==> src/rtl/mux_src_sequencer.sv <==
// mux_src_sequencer: pairs a byte stream into atomically committed A/B operands and scans sel with a programmable dwell
module mux_src_sequencer #(
    parameter int DATA_W = 8,
    parameter int DWELL  = 50000,
    parameter int CNT_W  = 16
) (
    input  logic              clk,
    input  logic              rst,
    input  logic [DATA_W-1:0] in_data,
    input  logic              in_valid,
    output logic              in_ready,
    input  logic              freeze,
    output logic [DATA_W-1:0] A,
    output logic [DATA_W-1:0] B,
    output logic              sel,
    output logic              pair_valid,
    output logic              swap_pulse
);
    typedef enum logic {WAIT_A, WAIT_B} state_t;
    state_t state, state_n;
    logic [DATA_W-1:0] shadow_a;
    logic [CNT_W-1:0] cnt;
    logic accept, commit, last;
    assign in_ready = ~rst & ~freeze;
    assign accept = in_valid & in_ready;
    assign commit = accept & (state == WAIT_B);
    assign last = cnt == CNT_W'(DWELL - 1);
    // pairing state flips on every accepted byte
    always_comb begin
        state_n = state;
        if (accept) state_n = (state == WAIT_A) ? WAIT_B : WAIT_A;
    end
    // pairing state register; reset discards a half-received pair
    always_ff @(posedge clk or posedge rst) begin
        if (rst) state <= WAIT_A;
        else state <= state_n;
    end
    // first byte of a pair waits here so A/B update together
    always_ff @(posedge clk or posedge rst) begin
        if (rst) shadow_a <= '0;
        else if (accept && state == WAIT_A) shadow_a <= in_data;
    end
    // commit restarts the A phase and wins over a coincident dwell toggle
    always_ff @(posedge clk or posedge rst) begin
        if (rst) begin
            A <= '0;
            B <= '0;
            pair_valid <= 1'b0;
            sel <= 1'b1;
            cnt <= '0;
            swap_pulse <= 1'b0;
        end else if (commit) begin
            A <= shadow_a;
            B <= in_data;
            pair_valid <= 1'b1;
            sel <= 1'b1;
            cnt <= '0;
            swap_pulse <= ~sel;
        end else if (pair_valid && !freeze) begin
            cnt <= last ? '0 : cnt + 1'b1;
            sel <= last ? ~sel : sel;
            swap_pulse <= last;
        end else begin
            swap_pulse <= 1'b0;
        end
    end
endmodule

==> config.mk <==
export PLATFORM = sky130hd
export DESIGN_NAME = mux_src_sequencer
export DESIGN_NICKNAME = d
export VERILOG_FILES = /design/src/rtl/mux_src_sequencer.sv
export SDC_FILE = /design/constraint.sdc
export NUM_CORES = 1
export LEC_CHECK = 0
export CORE_MARGIN = 4
export CORE_UTILIZATION = 33
export DETAILED_ROUTE_END_ITERATION = 6
export GPL_TIMING_DRIVEN = 1
export PLACE_DENSITY_LB_ADDON = 0.2
export SYNTH_ARGS = -nofsm -noshare
export SYNTH_HDL_FRONTEND = slang
export SYNTH_SLANG_ARGS = --single-unit
==> constraint.sdc <==
create_clock -name clk -period 2.3 [get_ports clk]
set_input_delay 0.46 -clock clk [delete_from_list [all_inputs] [get_ports clk]]
set_output_delay 0.46 -clock clk [all_outputs]
set_load 0.02 [all_outputs]
; ---- Word-level counts from Yosys, hierarchy flattened
; Index checks and enable logic that the tools add are counted.
[totals]
regBits = 44
output_inout_bits = 20
in_bits = 12
word_cells = 32
[classes]
n_reduce_logical = 6
n_eq_ne = 1
n_mux = 9
bitwise = 7
add_sub_neg = 1
[op_table]
columns = op, count
row1 = $mux W16, 3
row2 = $add A16 B1 Y16 const B, 1
row3 = $eq A16 B16 Y1 const B, 1
row4 = $mux W1, 6
row5 = $not A1 Y1, 4
row6 = $reduce_bool A2 Y1, 2
row7 = $and A1 B1 Y1, 3
row8 = $logic_and A1 B1 Y1, 2
row9 = $reduce_and A2 Y1, 1
row10 = $logic_not A1 Y1, 1

; ---- Depth between registers and ports, before layout
[depth]
ltp_word = 6
ltp_mapped = 7
mapped_depth_nobuf = 6

; ---- Worst setup path before layout
; OpenSTA, ideal clock, no wires.
[synth_path]
kind = in2reg
from = input rst
to = register shadow_a[0]
setup_slack_ns = 0.474
cell_stages = 4
n_path_buf = 0
t_required_ns = 2.175
setup_ns = 0.125
arrival_time_ns = 1.701
cell_sequence = nor2_1 nand2_1 nor2_1 mux2_2
[synth_between]
elab_chain_len = 4
[synth_rtl]
columns = item, line
row1 = from (decl), 8  ; input logic rst,
row2 = $not A1 Y1, 24  ; assign in_ready = ~rst & ~freeze;
row3 = $and A1 B1 Y1, 24
row4 = $and A1 B1 Y1, 25  ; assign accept = in_valid & in_ready;
row5 = $logic_and A1 B1 Y1, 41  ; else if (accept && state == WAIT_A) shadow_a <= in_data;
row6 = to (signal assigned), 41
row7 = to (decl), 21  ; logic [DATA_W-1:0] shadow_a;
; Every way passes these cells.
; A chain may end at the register's enable or synchronous reset.

; ---- Final worst setup path
[layout_path]
from = input freeze
to = output in_ready
[layout_between]
elab_chain_len = 2
[layout_rtl]
columns = item, line
row1 = from (decl), 12  ; input logic freeze,
row2 = $not A1 Y1, 24
row3 = $and A1 B1 Y1, 24
row4 = to (decl), 11  ; output logic in_ready,
; Every way passes these cells.

==> impl_metrics.toml <==
[setup_path]
cp_top_family = "buffers and inverters"
crit_type = "in2out"
path_buf_inv = 2
cp_data_required_time_ns = 1.84
r2r_setup_slack_ns = 0.26
path_cells = "clkdlybuf4s50_1, nor2_1, clkdlybuf4s50_1"
path_common_cell = "clkdlybuf4s50_1"
cpPeakStageDelay_ns = 0.62
worstPathArrival_ns = 1.71
cp_max_fo = 5
end_kind = "primary output"
slowest_stage = "clkdlybuf4s50_1"
cp-start-kind = "primary input"

[floorplanning]
core_area_um2 = 5890
rows = 28
initial_core_util = 0.338
die-area_um2 = 7330
die_w_um = 85.6
die_h_um = 85.6
io_pins = 32

[final_layout]
final_nets = 250
fin_util = 0.427
area_delta_synth_final_pct = 26.3
drive_gt1_frac = 0.130
fillers = 595
fin_area_um2 = 2510
n_antenna_cell = 0

[route]
drtIter0Drc = 52
vias_per_cell = 4.87
ant_nets = 0
totalWireLength_um = 4190
wl_per_cell_um = 13.4
dr.pass1.iters = 4
vias = 1523
drc_errors = 0

[placement]
port-buffer-count = 31
dp_hpwl_um = 3000
place_congestion = 0.739
dpl_cell_area_um2 = 2400

[run_status]
run_status = "completed"

[sta]
period_share = 0.941
slew-limit-headroom = 0.571
finalSetupTns_ns = 0
fmax_mhz = 462
maxSlewViolCount = 0
setup_viol = 0
worst_pin_slew_ns = 0.640
hold_violations = 0
fin_skew_ns = 0.00934
rsz0062_at_grt = "no"
layout_min_cycle_time_ns = 2.17

[logic_synthesis]
synth.largest_area_cell = "dfrtp_1"
synth_top_area_share = 0.541
synth_flop_cell = "dfrtp_1"
synth_most_common_cell = "nand2_1"
synth_area_leaders = "dfrtp_1 (54%), nand2_1 (11%), mux2_2 (5.1%)"
yosysSeqAreaShare = 0.554
ys_async_sr_fraction = 1.00
synthesis.nets = 212
synth_edf_count = 0
ys_types = 37
yosys-top-cells-count = "nand2_1 (56), dfrtp_1 (43), nor2_1 (17)"
ys_seq_elements = 44
synth-warning-count = 0
synth.avg_cell_area_um2 = 9.99
netlist_instances = 199
synth_area_um2 = 1990

[hold_path]
hp-class = "reg2reg"

[cts]
cts_hold_buf = 0
path_clk_slew_ns = 0.10
cts_tree = "built"
worstSkewPairLatency_ns = 0.30
cts_htree_levels = 2
cts_made_buffers = 5
cts_setup_buffers = 0
clock_path_buffers = 2
clock-sinks = 44
cts_resized = 0
cts-root-buf = "clkbuf_8"

[run]
maxCapViolations = 0

[grt]
antenna_found_initial = 0
grt_max_degree = 25
grt_pass1_wl_um = 7420
grt_overflow = 0
grt_pass1_vias = 1567
grt_use_total = 0.127

[pwr]
leakage_nw = 1.11
power_density_nw_per_um2 = 1110
peakVddDrop_uv = 495
[flip-flops by register name, summed over array words and instances (netlist names)]
register and flops:
B 8, pair_valid 1, sel 1, cnt 16, state 1, A 8
shadow_a 8, swap_pulse 1
[metrics by stage]
| stage | hold WS, ns | cells | worst slack (ns) | total power, mW |
|---|---|---|---|---|
| after floorplan | 0.434 | 199 | 0.474 | 1.78 |
| after global placement | 0.443 | 305 | 0.152 | 2.19 |
| after detailed placement | 0.450 | 305 | 0.133 | 2.21 |
| after CTS | 0.473 | 313 | 0.116 | 2.83 |
| after global routing | 0.504 | 313 | 0.0741 | 2.98 |
| final | 0.472 | 313 | 0.135 | 2.79 |
[cells by family after synthesis]
kind of cell,count (synthesis),synth area share
AND/OR/NAND/NOR,108,0.259
flip-flops,44,0.554
AO/OA/AOI/OAI,20,0.0667
multiplexers,11,0.0610
buffers and inverters,10,0.0302
XOR/XNOR,5,0.0220
adder cells (fa/ha/maj),1,0.00629
[layout make-up]
cell class / count / area, µm² / share of cell area
Timing Repair Buffer: 38 / 363 / 0.144
Tap cell: 75 / 93.8 / 0.0374
Clock buffer: 5 / 68.8 / 0.0274
Clock inverter: 3 / 46.3 / 0.0184
Inverter: 3 / 11.3 / 0.00448
Multi-Input combinational cell: 145 / 826 / 0.329
Sequential cell: 44 / 1100 / 0.439
[metal layers]
layer  up-vias  share of wire  track usage
met2        30           0.47        0.206
met5         -              0            0
met4         0          0.016       0.0432
met3         4          0.036       0.0307
met1       734           0.48        0.166
li1        755              -            -
[worst register-to-register path: stages (launching register included)]
cell,delay [ns]
dfrtp_1,0.43
or4_4,0.56
nor4_4,0.31
or2_1,0.34
o21ai_1,0.12
a22o_1,0.18
[report_power, final]
part,leakage [nW],switching (mW),total (mW),internal (mW)
Clock,0.0548,0.283,0.610,0.327
Sequential,0.554,0.186,1.24,1.05
Combinational,0.497,0.468,0.942,0.474
Total,1.11,0.937,2.79,1.85
[final timing paths]
kind,start,endpoint,cells after the start
worst max-delay path,freeze,in_ready,3
worst min-delay path,shadow_a[4],A[4],2
worst max register to register,cnt[7],cnt[5],5
worst min register to register,shadow_a[4],A[4],2
max in group asynchronous,rst,sel,3
min in group asynchronous,rst,cnt[3],2
[cell usage in the layout (no fill, tap or decap), types with 6 or more instances in the layout]
master	count
nor3_1	6
nand2_1	56
nor2_1	17
nand4_1	7
dfrtp_1	43
clkdlybuf4s50_1	31
mux2_2	9
nand3_1	8
buf_4	7
Power figures use the tool's default switching activity.
